==> src/rtl/moo_iv_rbk_if.sv <==
// Host readback stream of the IV chaining unit: request pulse, 32-bit
// valid/ready word stream with last marker, and a busy indication.
interface moo_iv_rbk_if;
  logic        rd_req;
  logic        rd_rdy;
  logic [31:0] rd_dat;
  logic        rd_vld;
  logic        rd_last;
  logic        rbk_busy;

  // host side
  modport master (output rd_req, rd_rdy, input rd_dat, rd_vld, rd_last, rbk_busy);
  // readback unit side
  modport slave  (input rd_req, rd_rdy, output rd_dat, rd_vld, rd_last, rbk_busy);
endinterface

==> src/rtl/moo_iv_rbk.sv <==
// IV readback / chaining unit.
// Follows the chained IV block by block (mode-dependent rule) and, on a host
// request, freezes a snapshot and streams it MSW first as 32-bit words.
// Optional feature macro MOO_RBK_CNT_EN: appends a fifth word carrying the
// completed-block count captured together with the IV snapshot.
module moo_iv_rbk #(
  parameter int CNT_W     = 16,
  parameter bit BYTE_SWAP = 1'b0
) (
  input  logic             clk,
  input  logic             rst_n,
  input  logic             clr_core,
  input  logic [3:0]       moo_op,
  input  logic [127:0]     iv,
  input  logic             iv_ld,
  input  logic [127:0]     blk_di,
  input  logic [127:0]     blk_do,
  input  logic             blk_vld,
  moo_iv_rbk_if.slave      rd,
  output logic [127:0]     next_iv,
  output logic [CNT_W-1:0] blk_cnt
);

`ifdef MOO_RBK_CNT_EN
  localparam logic [2:0] LAST_IDX = 3'd4;
`else
  localparam logic [2:0] LAST_IDX = 3'd3;
`endif

  typedef enum logic [1:0] {IDLE, LOAD, SEND} st_t;

  st_t              state, state_nxt;
  logic [127:0]     iv_nxt;
  logic [CNT_W-1:0] cnt_nxt;
  logic [127:0]     snap;
  logic [2:0]       idx;
  logic             hs;
  logic [31:0]      word, word_o;
  logic             vld_o, last_o, busy_o;
`ifdef MOO_RBK_CNT_EN
  logic [CNT_W-1:0] cnt_snap;
`endif

  // Next chain value; also the value a same-cycle rd_req snapshots.
  always_comb begin
    iv_nxt  = next_iv;
    cnt_nxt = blk_cnt;
    if (iv_ld) begin
      iv_nxt  = iv;
      cnt_nxt = '0;
    end else if (blk_vld) begin
      case (moo_op[2:0])
        3'b010, 3'b100: iv_nxt = moo_op[3] ? blk_di : blk_do;   // CBC / CFB
        3'b011:         iv_nxt = blk_di ^ blk_do;               // OFB keystream
        3'b101, 3'b111: iv_nxt = {next_iv[127:32], next_iv[31:0] + 32'd1};
        3'b110:         iv_nxt = {next_iv[127:16], next_iv[15:0] + 16'd1};
        default:        iv_nxt = next_iv;                       // CMAC / ECB
      endcase
      if (blk_cnt != '1) cnt_nxt = blk_cnt + CNT_W'(1);
    end
  end

  // Chain register and block counter; clr_core wins over everything.
  always_ff @(posedge clk or negedge rst_n) begin
    if (!rst_n) begin
      next_iv <= '0;
      blk_cnt <= '0;
    end else if (clr_core) begin
      next_iv <= '0;
      blk_cnt <= '0;
    end else begin
      next_iv <= iv_nxt;
      blk_cnt <= cnt_nxt;
    end
  end

  assign hs = (state == SEND) && rd.rd_rdy;

  // Readout FSM state register.
  always_ff @(posedge clk or negedge rst_n) begin
    if (!rst_n)        state <= IDLE;
    else if (clr_core) state <= IDLE;
    else               state <= state_nxt;
  end

  // Readout FSM next-state logic.
  always_comb begin
    state_nxt = state;
    case (state)
      IDLE:    if (rd.rd_req) state_nxt = LOAD;
      LOAD:    state_nxt = SEND;
      SEND:    if (hs && idx == LAST_IDX) state_nxt = IDLE;
      default: state_nxt = IDLE;
    endcase
  end

  // Snapshot capture at request acceptance and word index advance on handshake.
  always_ff @(posedge clk or negedge rst_n) begin
    if (!rst_n) begin
      snap <= '0;
      idx  <= '0;
`ifdef MOO_RBK_CNT_EN
      cnt_snap <= '0;
`endif
    end else if (clr_core) begin
      snap <= '0;
      idx  <= '0;
`ifdef MOO_RBK_CNT_EN
      cnt_snap <= '0;
`endif
    end else begin
      if (state == IDLE && rd.rd_req) begin
        snap <= iv_nxt;
`ifdef MOO_RBK_CNT_EN
        cnt_snap <= cnt_nxt;
`endif
      end
      if (state == LOAD) idx <= '0;
      else if (hs)       idx <= idx + 3'd1;
    end
  end

  // Readout outputs; clr_core drops valid immediately so an aborted
  // transfer can never complete a handshake or flag rd_last.
  always_comb begin
    word = '0;
    case (idx)
      3'd0:    word = snap[127:96];
      3'd1:    word = snap[95:64];
      3'd2:    word = snap[63:32];
      3'd3:    word = snap[31:0];
`ifdef MOO_RBK_CNT_EN
      3'd4: begin
        word = '0;
        word[CNT_W-1:0] = cnt_snap;
      end
`endif
      default: word = '0;
    endcase
    busy_o = (state != IDLE);
    vld_o  = (state == SEND) && !clr_core;
    last_o = vld_o && (idx == LAST_IDX);
    word_o = '0;
    if (vld_o)
      word_o = BYTE_SWAP ? {word[7:0], word[15:8], word[23:16], word[31:24]} : word;
  end

  assign rd.rd_dat   = word_o;
  assign rd.rd_vld   = vld_o;
  assign rd.rd_last  = last_o;
  assign rd.rbk_busy = busy_o;

endmodule
==> src/flat_wrapper.sv <==
// flat-port wrapper written by rule: the top's interface ports become plain ports
module moo_iv_rbk_flat 
#(
  parameter int CNT_W     = 16,
  parameter bit BYTE_SWAP = 1'b0
)
  (clk, rst_n, clr_core, moo_op, iv, iv_ld, blk_di, blk_do, blk_vld, next_iv, blk_cnt, rd_rd_req, rd_rd_rdy, rd_rd_dat, rd_rd_vld, rd_rd_last, rd_rbk_busy);
  moo_iv_rbk_if rd_i ();
  input  logic clk;
  input  logic rst_n;
  input  logic clr_core;
  input  logic [3:0] moo_op;
  input  logic [127:0] iv;
  input  logic iv_ld;
  input  logic [127:0] blk_di;
  input  logic [127:0] blk_do;
  input  logic blk_vld;
  output logic [127:0] next_iv;
  output logic [CNT_W-1:0] blk_cnt;
  input wire logic [$bits(rd_i.rd_req)-1:0] rd_rd_req;
  input wire logic [$bits(rd_i.rd_rdy)-1:0] rd_rd_rdy;
  output wire logic [$bits(rd_i.rd_dat)-1:0] rd_rd_dat;
  output wire logic [$bits(rd_i.rd_vld)-1:0] rd_rd_vld;
  output wire logic [$bits(rd_i.rd_last)-1:0] rd_rd_last;
  output wire logic [$bits(rd_i.rbk_busy)-1:0] rd_rbk_busy;
  assign rd_i.rd_req = rd_rd_req;
  assign rd_i.rd_rdy = rd_rd_rdy;
  assign rd_rd_dat = rd_i.rd_dat;
  assign rd_rd_vld = rd_i.rd_vld;
  assign rd_rd_last = rd_i.rd_last;
  assign rd_rbk_busy = rd_i.rbk_busy;
  moo_iv_rbk #(.CNT_W(CNT_W), .BYTE_SWAP(BYTE_SWAP)) u_core (.clk(clk), .rst_n(rst_n), .clr_core(clr_core), .moo_op(moo_op), .iv(iv), .iv_ld(iv_ld), .blk_di(blk_di), .blk_do(blk_do), .blk_vld(blk_vld), .rd(rd_i), .next_iv(next_iv), .blk_cnt(blk_cnt));
endmodule
==> config.mk <==
export PLATFORM = sky130hd
export DESIGN_NAME = moo_iv_rbk_flat
export DESIGN_NICKNAME = d
export VERILOG_FILES = /design/src/rtl/moo_iv_rbk_if.sv /design/src/rtl/moo_iv_rbk.sv /design/src/flat_wrapper.sv
export SDC_FILE = /design/constraint.sdc
export NUM_CORES = 1
export LEC_CHECK = 0
export ABC_AREA = 1
export CORE_AREA = 2 2 223 225
export DETAILED_ROUTE_END_ITERATION = 10
export DIE_AREA = 0 0 225 227
export GPL_TIMING_DRIVEN = 0
export PLACE_DENSITY_LB_ADDON = 0.1
export SETUP_SLACK_MARGIN = 0.05
export SLEW_MARGIN = 20
export SYNTH_ARGS = -nofsm -noshare
export SYNTH_HDL_FRONTEND = slang
export SYNTH_SLANG_ARGS = --single-unit
==> constraint.sdc <==
create_clock -name clk -period 5.2 [get_ports clk]
set_input_delay 0.52 -clock clk [delete_from_list [all_inputs] [get_ports clk]]
set_output_delay 0.52 -clock clk [all_outputs]
set_load 0.01 [all_outputs]
==> results.json <==
{
  "period_needed_ns": 4.101,
  "startpoint": "u_core.idx[2]$_DFFE_PN0P_",
  "final_area_um2": 26270,
  "cp_cell_sequence": "clkinv_1 > clkbuf_1 > ha_1 > clkbuf_1 > clkbuf_1 > nand2_1 > a41oi_1 > clkdlybuf4s50_1",
  "synth_seq_area_share_pct": 37.14,
  "start_util_pct": 38.44,
  "wl_per_cell_um": 20.87,
  "p_leak_nw": 11.70,
  "num_rows": 81,
  "dp_hpwl_um": 69610,
  "ctsResizeCount": 0,
  "fin_util_pct": 54.11,
  "cts_inserted_buffers": 30,
  "cpPeakStageDelay_ns": 0.72,
  "yosysWarnings": 0,
  "power.density_nw_per_um2": 244.5,
  "clock.fmax_mhz": 243.9,
  "place_inst": 4079,
  "ctsHtreeMaxLevel": 1,
  "port_buffers": 571,
  "critPathKind": "flip-flop to primary output",
  "clkLatencyLatePin_ns": 0.56,
  "antenna_found_initial": 5,
  "synth.distinct_cells": 36,
  "slew_viol_final": 0,
  "holdBufCountCts": 1,
  "final_hold_viol_count": 0,
  "synth_most_common_cell": "nand2_1",
  "synth_ff_type": "dfrtp_1",
  "ant_nets": 0,
  "syn_area_per_cell_um2": 6.471,
  "ys_async_sr_fraction_pct": 100.0,
  "cts_tree": "built",
  "final_layout_size_suffix_gt1_share_pct": 4.243,
  "crit_buf_inv": 5,
  "hold_slack_ns": 0.4319,
  "hold_path.class": "primary input to flip-flop",
  "grt_pass1_wl_um": 126800,
  "synthToLayoutAreaGrowth_pct": 40.75,
  "cp.required_ns": 4.68,
  "tightest_slew_ns": 0.9429,
  "netlist_area_um2": 18660,
  "grt_max_degree": 105,
  "clockBufferDepth": 3,
  "die_x_um": 225,
  "fin_tns_setup_ns": 0,
  "end_kind": "primary output",
  "drt_iter0_drc": 1688,
  "holdCritStartpoint": "iv_ld",
  "placed_area_um2": 25220,
  "core_area_um2": 48550,
  "synth_edf_count": 0,
  "path_delay_family": "buffers and inverters",
  "track_usage_pct": 32.71,
  "yosysTopAreaCellShare_pct": 37.14,
  "multiInputGateArea_um2": 10570,
  "fin_total_pwr_mw": 6.422,
  "critPathLaunchType": "flip-flop",
  "cp_data_arrival_time_ns": 3.58,
  "path_clk_slew_ns": 0.06,
  "syn-instance-count": 2884,
  "drc": 0,
  "nets": 3892,
  "ys_ff_latch": 277,
  "r2r-start": "u_core.next_iv[0]$_DFF_PN0_",
  "place_congestion": 1.006,
  "clockRootBuffer": "clkbuf_16",
  "synth_common_cells": "nand2_1 (1,223), dfrtp_1 (277), o21ai_0 (255)",
  "grt_pass1_vias": 21350,
  "yosys.area.top_type": "dfrtp_1",
  "synthTopCellsByArea": "dfrtp_1 (37%), nand2_1 (25%), o21ai_0 (6.8%)",
  "outcome": "finished clean",
  "wirelength_um": 86380,
  "cpMostUsedCell": "clkbuf_1",
  "period_share_pct": 78.86,
  "io_pins": 574,
  "cts_setup_buffers": 0,
  "fill_cells": 4827,
  "irDropWorstVdd_mv": 0.1415,
  "die-area_um2": 51080,
  "critPathMaxFanout": 10,
  "worst_slack_ns": 1.099,
  "slew_headroom_pct": 37.14,
  "fin_worst_skew_ns": 0.01610,
  "dpl_worst_slack_ns": 1.641,
  "maxCapViolations": 0,
  "setup_viol": 0,
  "num_vias": 21700,
  "syn_nets": 3286,
  "cts.sinks": 277,
  "fin_cells": 4138,
  "via_per_inst": 5.245,
  "overflow": 0,
  "first_pass_iters": 6,
  "die_h_um": 227,
  "critPathSlowestCell": "clkdlybuf4s50_1",
  "seq_area_um2": 6932,
  "rsz0062_at_grt": "false"
}
## worst paths after layout
| kind | to | slack, ns | cells after the start |
|---|---|---|---|
| max reg2reg | u_core.snap[24]$_DFFE_PN0P_ | 2.70 | 12 |
| min in group asynchronous | u_core.blk_cnt[3]$_DFFE_PN0P_ | 0.51 | 2 |
| min reg2reg | u_core.snap[98]$_DFFE_PN0P_ | 0.48 | 2 |
| max in group asynchronous | u_core.next_iv[46]$_DFF_PN0_ | 3.70 | 3 |
| min | u_core.next_iv[8]$_DFF_PN0_ | 0.43 | 3 |
| max | rd_rd_dat[9] | 1.10 | 8 |
## per-layer routing
layer  part of all wire [%]  wire [um]  track usage, %
met5                      0          0               0
met4                    4.6       3998           13.61
met3                    7.4       6363           6.311
met2                     46      40130           55.37
met1                     42      35890           41.00
## registers in the layout, indices dropped and copies added (netlist names)
register        cells
u_core.next_iv    128
u_core.snap       128
u_core.blk_cnt     16
u_core.idx          3
u_core.state        2
## placed cells by master, fill, tap and decap left out, drive strengths merged, types with 4 or more instances in the layout
| master | netlist | final |
|---|---|---|
| xor2 | 21 | 21 |
| o211ai | 7 | 7 |
| a21oi | 86 | 86 |
| diode | 0 | 4 |
| ha | 7 | 7 |
| clkbuf | 101 | 143 |
| a21boi | 12 | 12 |
| nor3 | 12 | 12 |
| or2 | 15 | 15 |
| o22ai | 5 | 5 |
| o21ai | 346 | 346 |
| dfrtp | 277 | 277 |
| nor2 | 233 | 233 |
| inv | 98 | 100 |
| a41oi | 25 | 25 |
| nand4 | 11 | 11 |
| buf | 82 | 85 |
| nand3 | 199 | 199 |
| xnor2 | 104 | 104 |
| a221oi | 7 | 7 |
| clkinv | 2 | 7 |
| nand2 | 1226 | 1226 |
| clkdlybuf4s50 | 0 | 570 |
## power by group
group	internal (mW)	switching, mW
combinational	0.736	0.942
clock	1.32	0.915
sequential	2.34	0.165
total	4.40	2.02
## cell type report
class | instances | share of cell area, %
Inverter | 100 | 1.429
Antenna cell | 4 | 0.03810
Clock buffer | 42 | 3.339
Tap cell | 622 | 2.963
Sequential cell | 277 | 26.39
Timing Repair Buffer | 574 | 22.02
Buffer | 183 | 3.001
Clock inverter | 12 | 0.5906
Multi-Input combinational cell | 2324 | 40.23
## worst reg2reg max path, stage by stage (launching register included)
cell and delay (ns):
dfrtp_1 0.49, ha_1 0.29, nand2_1 0.09, nor2_1 0.36
nand3_1 0.24, nor2_1 0.31, nand2_1 0.09, nand2_1 0.07
nand2_1 0.05, nand2_1 0.07, nand3_1 0.11, nand3_1 0.15
nand2_1 0.06
## kinds of logic after synthesis
logic type	count (synthesis)	synth area share (%)
adders and majority gates	7	0.4693
AOI/OAI and AO/OA	493	14.23
buffers and inverters	283	6.235
and+or+nand+nor	1699	36.06
xor gates and xnor gates	125	5.866
DFF	277	37.14
No activity file was read; power rests on OpenSTA's default activity.
